## config.mk

```make
export PLATFORM = sky130hd
export DESIGN_NAME = ex_operand_stage
export DESIGN_NICKNAME = d
export VERILOG_FILES = /design/src/rtl/ex_operand_stage.sv
export SDC_FILE = /design/constraint.sdc
export NUM_CORES = 1
export LEC_CHECK = 0
export ABC_AREA = 1
export BUFFER_PORTS_ARGS = -buffer_cell sky130_fd_sc_hd__buf_2
export CAP_MARGIN = 10
export CORE_MARGIN = 10
export CORE_UTILIZATION = 52
export CTS_BUF_LIST = sky130_fd_sc_hd__clkbuf_4
export CTS_CLUSTER_SIZE = 16
export DETAILED_ROUTE_END_ITERATION = 8
export PLACE_DENSITY = 0.87
export SLEW_MARGIN = 20
export SYNTH_ARGS = -nofsm -noshare
export SYNTH_HDL_FRONTEND = slang
export SYNTH_SLANG_ARGS = --single-unit
```

## constraint.sdc

```tcl
create_clock -name clk -period 2.8 [get_ports clk]
set_clock_uncertainty 0.15 [all_clocks]
set_input_delay 0.84 -clock clk [delete_from_list [all_inputs] [get_ports clk]]
set_output_delay 0.84 -clock clk [all_outputs]
set_load 0.1 [all_outputs]
```

## src/rtl/ex_operand_stage.sv

```systemverilog
// ID/EX pipeline register feeding the execute-stage ALU: captures decoded
// operands/controls, forwards EX/MEM and MEM/WB results, and detects load-use hazards.
module ex_operand_stage (
  input  logic        clk,
  input  logic        rst_n,
  input  logic        id_valid,
  input  logic [15:0] id_A,
  input  logic [15:0] id_B,
  input  logic [2:0]  id_rs,
  input  logic [2:0]  id_rt,
  input  logic        id_useRs,
  input  logic        id_useRt,
  input  logic [2:0]  id_Op,
  input  logic        id_invA,
  input  logic        id_invB,
  input  logic        id_sign,
  input  logic        id_Cin,
  input  logic        id_subOP,
  input  logic [2:0]  id_rd,
  input  logic        id_regWrite,
  input  logic        id_memRead,
  input  logic        exmem_regWrite,
  input  logic [2:0]  exmem_rd,
  input  logic [15:0] exmem_result,
  input  logic        memwb_regWrite,
  input  logic [2:0]  memwb_rd,
  input  logic [15:0] memwb_data,
  input  logic        stall_ext,
  input  logic        flush,
  output logic        ex_valid,
  output logic [15:0] ex_A,
  output logic [15:0] ex_B,
  output logic [2:0]  ex_Op,
  output logic        ex_invA,
  output logic        ex_invB,
  output logic        ex_sign,
  output logic        ex_Cin,
  output logic        ex_subOP,
  output logic [2:0]  ex_rd,
  output logic        ex_regWrite,
  output logic        ex_memRead,
  output logic        hazard_stall
);

  logic        validQ;
  logic [15:0] aQ, bQ;
  logic [2:0]  rsQ, rtQ, opQ, rdQ;
  logic        useRsQ, useRtQ;
  logic        invAQ, invBQ, signQ, cinQ, subOpQ;
  logic        regWriteQ, memReadQ;

  logic        loadUse;
  logic [15:0] capA, capB;

  always_comb begin
    loadUse = id_valid && validQ && memReadQ && regWriteQ &&
              ((id_useRs && (id_rs == rdQ)) || (id_useRt && (id_rt == rdQ)));
    // Register-file write-through: same-cycle writeback wins over the stale read.
    capA = (memwb_regWrite && id_useRs && (memwb_rd == id_rs)) ? memwb_data : id_A;
    capB = (memwb_regWrite && id_useRt && (memwb_rd == id_rt)) ? memwb_data : id_B;
  end

  always_ff @(posedge clk or negedge rst_n) begin
    if (!rst_n) begin
      validQ    <= 1'b0;
      aQ        <= '0;
      bQ        <= '0;
      rsQ       <= '0;
      rtQ       <= '0;
      useRsQ    <= 1'b0;
      useRtQ    <= 1'b0;
      opQ       <= '0;
      invAQ     <= 1'b0;
      invBQ     <= 1'b0;
      signQ     <= 1'b0;
      cinQ      <= 1'b0;
      subOpQ    <= 1'b0;
      rdQ       <= '0;
      regWriteQ <= 1'b0;
      memReadQ  <= 1'b0;
    end else if (flush || (!stall_ext && loadUse)) begin
      validQ    <= 1'b0;
      regWriteQ <= 1'b0;
      memReadQ  <= 1'b0;
    end else if (!stall_ext) begin
      validQ    <= id_valid;
      aQ        <= capA;
      bQ        <= capB;
      rsQ       <= id_rs;
      rtQ       <= id_rt;
      useRsQ    <= id_useRs;
      useRtQ    <= id_useRt;
      opQ       <= id_Op;
      invAQ     <= id_invA;
      invBQ     <= id_invB;
      signQ     <= id_sign;
      cinQ      <= id_Cin;
      subOpQ    <= id_subOP;
      rdQ       <= id_rd;
      // Side-effect controls never survive without a valid instruction.
      regWriteQ <= id_valid && id_regWrite;
      memReadQ  <= id_valid && id_memRead;
    end
  end

  always_comb begin
    ex_A = aQ;
    if (exmem_regWrite && useRsQ && (exmem_rd == rsQ))
      ex_A = exmem_result;
    else if (memwb_regWrite && useRsQ && (memwb_rd == rsQ))
      ex_A = memwb_data;

    ex_B = bQ;
    if (exmem_regWrite && useRtQ && (exmem_rd == rtQ))
      ex_B = exmem_result;
    else if (memwb_regWrite && useRtQ && (memwb_rd == rtQ))
      ex_B = memwb_data;
  end

  assign ex_valid     = validQ;
  assign ex_Op        = opQ;
  assign ex_invA      = invAQ;
  assign ex_invB      = invBQ;
  assign ex_sign      = signQ;
  assign ex_Cin       = cinQ;
  assign ex_subOP     = subOpQ;
  assign ex_rd        = rdQ;
  assign ex_regWrite  = regWriteQ;
  assign ex_memRead   = memReadQ;
  assign hazard_stall = loadUse;

endmodule

```

==> impl_metrics.toml, run 1 <==
[floorplan]
die_w_um = 108
start_util_pct = 53.1
io_pins = 145
die_y_um = 108
fp-row-count = 32

[logic_synthesis]
synth_adder_area_share_pct = 0
synth_nets = 754
synth_compound_area_share_pct = 1.88
syn-cell-area_um2 = 4060
yosys.area_share.simple_pct = 52.7
yosys.area_share.xor_xnor_pct = 0.863
synth_top_family_by_area = "simple AND/OR/NAND/NOR gates"
syn_avg_cell_area_um2 = 6.19
syn_inst = 656
yosysSeqAreaShare_pct = 33.3
ys_types = 23
synth_seq_cells = 54
ys_warn_count = 0
synth.mux.area_fraction_pct = 0

[place]
numPortBuffers = 144
hpwl_mm = 13.2
placedInstanceArea_um2 = 6480
place_congestion = 0.935

[run_status]
status = "aborted with a tool error"
error = "[ERROR DPL-0038] Utilization greater than 100%, impossible to legalize"
haltStage = "clock tree synthesis (4_1_cts)"

[clock_network]
holdBufCountCts = 0
cts.sinks = 54
cts.root.buffer_cell = "clkbuf_4"
htreeDepth = 2
numCtsBuffers = 5
ctsResizeCount = 163
clock_path_buffers = 2
cts_setup_buffers = 18
-- logic make-up after synthesis --
logic type / Yosys count
AOI/OAI and AO/OA: 10
and+or+nand+nor: 485
DFF: 54
xor gates and xnor gates: 4
buffers and inverters: 103
-- synthesized netlist by cell type --
cell type,n,share of area (%)
nor3_2,1,0.25
nand3_1,183,23
clkbuf_1,9,0.83
or2_4,1,0.22
inv_1,67,6.2
nand2_4,2,0.55
nor3_4,2,0.80
nand2_1,271,25
nor2_4,2,0.55
nor2_1,13,1.2
nand2_2,3,0.46
o22ai_1,3,0.46
a21oi_2,3,0.65
dfrtp_1,54,33
nand4_1,3,0.46
xor2_1,4,0.86
buf_6,4,1.1
buf_4,5,0.92
buf_2,17,2.1
nor2_2,4,0.62
inv_2,1,0.092
o21ai_1,3,0.37
a21oi_4,1,0.40
-- per-stage QoR --
step           hold slack, ps  setup slack [ps]  std cells  utilization [%]  setup TNS [ps]
3_3_place_gp              299              -360        898             84.8           -9470
3_5_place_dp              306              -428        898             84.8          -12080
2_1_floorplan             299              -212        656                -           -4940
==> inputs of run 2 (changes only) <==
--- a/config.mk
+++ b/config.mk
@@ -9,11 +9,9 @@
 export BUFFER_PORTS_ARGS = -buffer_cell sky130_fd_sc_hd__buf_2
 export CAP_MARGIN = 10
 export CORE_MARGIN = 10
-export CORE_UTILIZATION = 52
-export CTS_BUF_LIST = sky130_fd_sc_hd__clkbuf_4
-export CTS_CLUSTER_SIZE = 16
+export CORE_UTILIZATION = 40
 export DETAILED_ROUTE_END_ITERATION = 8
-export PLACE_DENSITY = 0.87
+export PLACE_DENSITY_LB_ADDON = 0.15
 export SLEW_MARGIN = 20
 export SYNTH_ARGS = -nofsm -noshare
 export SYNTH_HDL_FRONTEND = slang
==> run 2 against run 1 <==
Effect of this change:
- the flow now finishes, with violations (negative setup slack)
- area after synthesis unchanged
- synthesized cell count unchanged
==> impl_metrics.toml, run 2 <==
[global_routing]
track_usage_pct = 24.5
grt_max_degree = 56
grt.overflow.total = 0
grt_pass1_wl_mm = 28.9
grt_pass1_vias = 5367
antenna_found_initial = 1

[timing]
drv_slew = 0
setup_viol = 32
rsz0062_at_grt = "yes"
relSlewSlack_pct = 63.0
setup_slack_ps = -348
period_needed_ps = 3150
hold_viol_final = 0
fmax_ghz = 0.318
fin_crit_sh_pct = 112
worst_pin_slew_ps = 555

[final_layout]
fillers = 689
layout_commonest_cell = "nand2_1"
top_regs = "aQ: 16 flops, bQ: 16 flops"
layout_common_cells = "nand2_1, buf_2, nand3_1"
drive_above_1_share_pct = 47.9
fin_nets = 918
final_util_pct = 77.1
area_growth_pct = 86.5

[logic_synthesis]
syn_avg_cell_area_um2 = 6.19
ys_warn_count = 0
synth_ff_type = "dfrtp_1"
yosysSeqAreaShare_pct = 33.3
synth_nets = 754
synth_top_cell_area_share_pct = 33.3
yosysMostFrequentCell = "nand2_1"
synth_adder_area_share_pct = 0
ys_types = 23
synth_seq_cells = 54
yosysTopAreaCell = "dfrtp_1"
synth_edf_count = 0
syn-cell-area_um2 = 4060
synth.mux.area_fraction_pct = 0
syn_inst = 656
synth_area_leaders = "dfrtp_1, nand2_1, nand3_1"
synth_commonest_cells = "nand2_1, nand3_1, inv_1"
yosys.area_share.simple_pct = 52.7
synth_top_family_by_area = "simple AND/OR/NAND/NOR gates"
async_reset_ff_share_pct = 100
synth_compound_area_share_pct = 1.88
yosys.area_share.xor_xnor_pct = 0.863

[place]
place_congestion = 0.901
place_worst_setup_slack_ps = -383
numPortBuffers = 144
hpwl_mm = 12.2

[floorplan]
fp-row-count = 36
start_util_pct = 41.3
die_y_um = 121
die_w_um = 121
io_pins = 145
dieArea_um2 = 14600
core_area_um2 = 9820

[detailed_routing]
drc = 0
wl_per_cell_um = 20.0
routed-via-count = 5150
antenna_left = 0
drt-total-wl_mm = 19.1
drt_iter0_drc = 508
viasPerCell = 5.39
firstDrtPassIters = 5

[setup_path]
path_class = "in -> out"
cp.arrival_ps = 2160
cp-start-kind = "input pin"
endpoint_kind = "output port"
rrSetupSlack_ps = 530
cp_data_required_time_ps = 1810
critPathMaxFanout = 8

[clock_network]
cts.sinks = 54
clock_path_buffers = 2
clock_latency_ps = 310
cts.root.buffer_cell = "clkbuf_8"
htreeDepth = 2
cts_tree = "built"
numCtsBuffers = 5
path_clk_slew_ps = 90

[pwr]
leakage_uw = 0.00367
p_per_area_nw_per_um2 = 520
vdd_drop_max_uv = 309

[worst_hold_path]
hp-class = "in -> async"

[run_status]
status = "finished with violations"
violations = "negative setup slack"

[run]
maxCapViolations = 0
run 2: cell counts after synthesis:
No cell type changed its count.
run 2: cell type report:
cell class	count	area [um2]	share of cell area, %
antenna	1	2.50	0.0330
sequential	54	1360	17.9
timing repair buffer	190	1840	24.3
inverter	68	287	3.78
tap	133	166	2.20
clock inverter	3	40.0	0.529
clock buffer	5	68.8	0.909
multi-input combinational	501	3810	50.3
run 2: stage by stage:
stage	power [uW]	setup TNS [ps]	hold WS [ps]	instances	cell area (um2)
floorplan	2470	-4940	299	656	5070
global placement	3140	-10280	301	926	6510
detailed placement	3170	-10900	304	926	6510
CTS	3880	-7550	327	954	7490
global route	4090	-10320	344	954	7570
finish	3940	-9310	317	955	7570
run 2: cell families (layout without fill, tap and decap cells):
logic type,after synthesis,after routing
and+or+nand+nor,485,487
DFF,54,54
xor gates and xnor gates,4,4
buffers and inverters,103,266
other,0,1
AOI/OAI and AO/OA,10,10
run 2: worst paths after layout:
kind / from / end / depth (start not counted)
worst max register to register: ex_rd[1] / aQ[4] / 12
min in group clk: ex_Op[1] / ex_Op[1] / 2
worst min-delay path: rst_n / ex_Op[2] / 1
max in group asynchronous: rst_n / ex_regWrite / 2
worst max-delay path: memwb_rd[0] / ex_B[3] / 9
worst min register to register: ex_Op[1] / ex_Op[1] / 2
run 2: power breakdown:
group	switching, uW	internal [uW]
clock network	259	264
registers	77.2	878
logic	1630	831
total	1970	1970
run 2: metal layers:
layer  up-vias  wire [um]  share of wire, %  GRT usage (%)
li1       2417          -                 -              -
met1      2426       7500                39           29.3
met2       263       9250                49           40.8
met3        44       1740               9.1           7.54
met4         0        577               3.0           8.37
met5         -          0                 0              0
run 2: repair_timing:
item                       CTS  global route
hold buffers                 0             0
resized for setup          135            20
gates cloned                 7             0
setup endpoints to repair   32            33
setup buffers               13             1
pin swaps                   63            25
run 2: critical path, cell delays in order:
cell,delay (ps)
buf_8,110
or2_4,250
a21oi_4,150
buf_12,160
buf_12,170
nand3_4,100
nand3_4,140
nand2_8,70
buf_12,160
(Power assumes the default switching activity.)
==> inputs of run 3 (changes only) <==
--- a/config.mk
+++ b/config.mk
@@ -9,7 +9,7 @@
 export BUFFER_PORTS_ARGS = -buffer_cell sky130_fd_sc_hd__buf_2
 export CAP_MARGIN = 10
 export CORE_MARGIN = 10
-export CORE_UTILIZATION = 40
+export CORE_UTILIZATION = 35
 export DETAILED_ROUTE_END_ITERATION = 8
 export PLACE_DENSITY_LB_ADDON = 0.15
 export SLEW_MARGIN = 20
==> run 3 against run 2 <==
Effect of this change:
- the flow still finishes with violations (negative setup slack)
- count of clock-buffer cells in the layout grew 3
- combinational power grew 4%
- via count grew 0.76%
- flip-flop and latch count is the same
- register-to-register slack lost 70 ps
- global-route usage shrank 3.3 points
- clock power grew 14%
- sequential share of layout area shrank 1.0 points
- first-iteration DRC count shrank 16%
- fmax grew 1.0%
- core utilization shrank 6.4 points
- die area grew 12%
- critical path type unchanged
==> impl_metrics.toml, run 3 (synthesized netlist as in run 2, its figures left out) <==
[timing]
hold_viol_final = 0
relSlewSlack_pct = 53.0
worst_pin_slew_ps = 704
fin_setup_tns_ps = -8750
drv_slew = 0
setup_slack_ps = -316
setup_viol = 32
fmax_ghz = 0.321
period_needed_ps = 3120
rsz0062_at_grt = "yes"
holdWs_ps = 325
fin_crit_sh_pct = 111

[setup_path]
crit_chain = "buf_6, inv_4, o22ai_2, nor2_2, buf_6, buf_12, nand2_8, nand2_4, nand3_4, nand2_8, buf_12"
cp_data_required_time_ps = 1810
timing.rr.end = "aQ[3]"
rrSetupSlack_ps = 460
critPathLaunch = "memwb_rd[1]"
slowest_delay_ps = 170
cp.arrival_ps = 2130
cp-start-kind = "input pin"
endpoint_kind = "output port"
critPathMaxFanout = 8
path_class = "in -> out"
crit_end = "ex_B[4]"
regToRegStartpoint = "ex_rd[0]"
reg2reg_depth = 12
cp_slowest_cell = "buf_6"

[clock_network]
numCtsBuffers = 5
clock_path_buffers = 2
clock_latency_ps = 290
path_clk_slew_ps = 70
holdBufCountCts = 0
cts_tree = "built"
htreeDepth = 2
cts.root.buffer_cell = "clkbuf_16"
cts.sinks = 54

[global_routing]
antenna_found_initial = 1
grt_pass1_wl_mm = 28.3
grt_pass1_vias = 5257
grt_max_degree = 56
grt.overflow.total = 0
track_usage_pct = 21.2

[final_layout]
fin_nets = 927
drive_above_1_share_pct = 49.4
layout_commonest_cell = "nand2_1"
fillers = 828
seqCellArea_um2 = 1360
top_regs = "aQ: 16 flops, bQ: 16 flops"
diodes = 0
layout_common_cells = "nand2_1, buf_2, nand3_1"
area_growth_pct = 98.1
multiInputGateArea_um2 = 4010

[floorplan]
fp-row-count = 39
die_y_um = 128
core_area_um2 = 11400
die_w_um = 128
start_util_pct = 35.7
io_pins = 145
dieArea_um2 = 16300

[pwr]
p_per_area_nw_per_um2 = 513
leakage_uw = 0.00381
vdd_drop_max_uv = 407

[detailed_routing]
drt-total-wl_mm = 19.1
routed-via-count = 5189
viasPerCell = 5.33
drc = 0
antenna_left = 0
firstDrtPassIters = 5
drt_iter0_drc = 425
wl_per_cell_um = 19.6

[place]
hpwl_mm = 12.0
place_congestion = 0.843
numPortBuffers = 144

[run_status]
status = "finished with violations"
violations = "negative setup slack"

[run]
maxCapViolations = 0

[worst_hold_path]
hp-class = "reg -> reg"
## run 3: cell types whose count changed in the layout (fill, tap and decap cells not counted), sizes merged
cell	before	now
buf	189	196
bufbuf	0	1
bufinv	1	0
clkbuf	6	10
clkinv	2	1
diode	1	0
inv	67	66
## run 3: routing by layer
layer	GRT usage [%]	wire (um)	up-vias
li1	-	-	2447
met1	26.5	7350	2439
met2	35.2	9670	273
met3	5.83	1770	28
met4	5.17	275	2
met5	0	7	-
## run 3: how the worst min path moves through the flow
stage	slack, ps	endpoint	from	depth (start not counted)
3_5_place_dp	310	ex_subOP	ex_subOP	2
3_3_place_gp	300	ex_sign	ex_sign	2
6_report	320	ex_Cin	ex_Cin	2
5_1_grt	360	bQ[11]	bQ[11]	2
4_1_cts	320	ex_Cin	ex_Cin	2
2_1_floorplan	300	aQ[0]	aQ[0]	2
## run 3: stage by stage
stage	utilization [%]	instances	worst slack [ps]	cell area (um2)	total power (uW)
final	70.7	973	-316	8040	4130
after global routing	70.7	973	-352	8040	4290
after CTS	67.8	970	-253	7710	4030
after detailed placement	57.6	937	-382	6540	3170
after global placement	57.6	937	-383	6540	3150
after floorplan	-	656	-212	5070	2470
## run 3: final cells by class
| cell class | count | area share [%] |
|---|---|---|
| timing repair buffer | 199 | 25.6 |
| sequential | 54 | 16.9 |
| tap | 143 | 2.22 |
| inverter | 68 | 3.69 |
| multi-input combinational | 501 | 49.9 |
| clock buffer | 8 | 1.70 |
## run 3: repair_timing
| action | 4_1_cts | 5_1_grt |
|---|---|---|
| setup endpoints to repair | 32 | 33 |
| gates resized for setup | 143 | 51 |
| gates cloned | 8 | 1 |
| buffers inserted | 18 | 2 |
| pin swaps | 52 | 67 |
## run 3: worst max-delay path: cells and delay by family
kind / cells / cell delay, ps
AOI/OAI and AO/OA: 1 / 80
buffers and inverters: 5 / 630
and+or+nand+nor: 5 / 550
## run 3: where the power goes
| part | switching [uW] | internal (uW) |
|---|---|---|
| sequential | 82.0 | 880 |
| clock | 264 | 333 |
| combinational | 1660 | 905 |
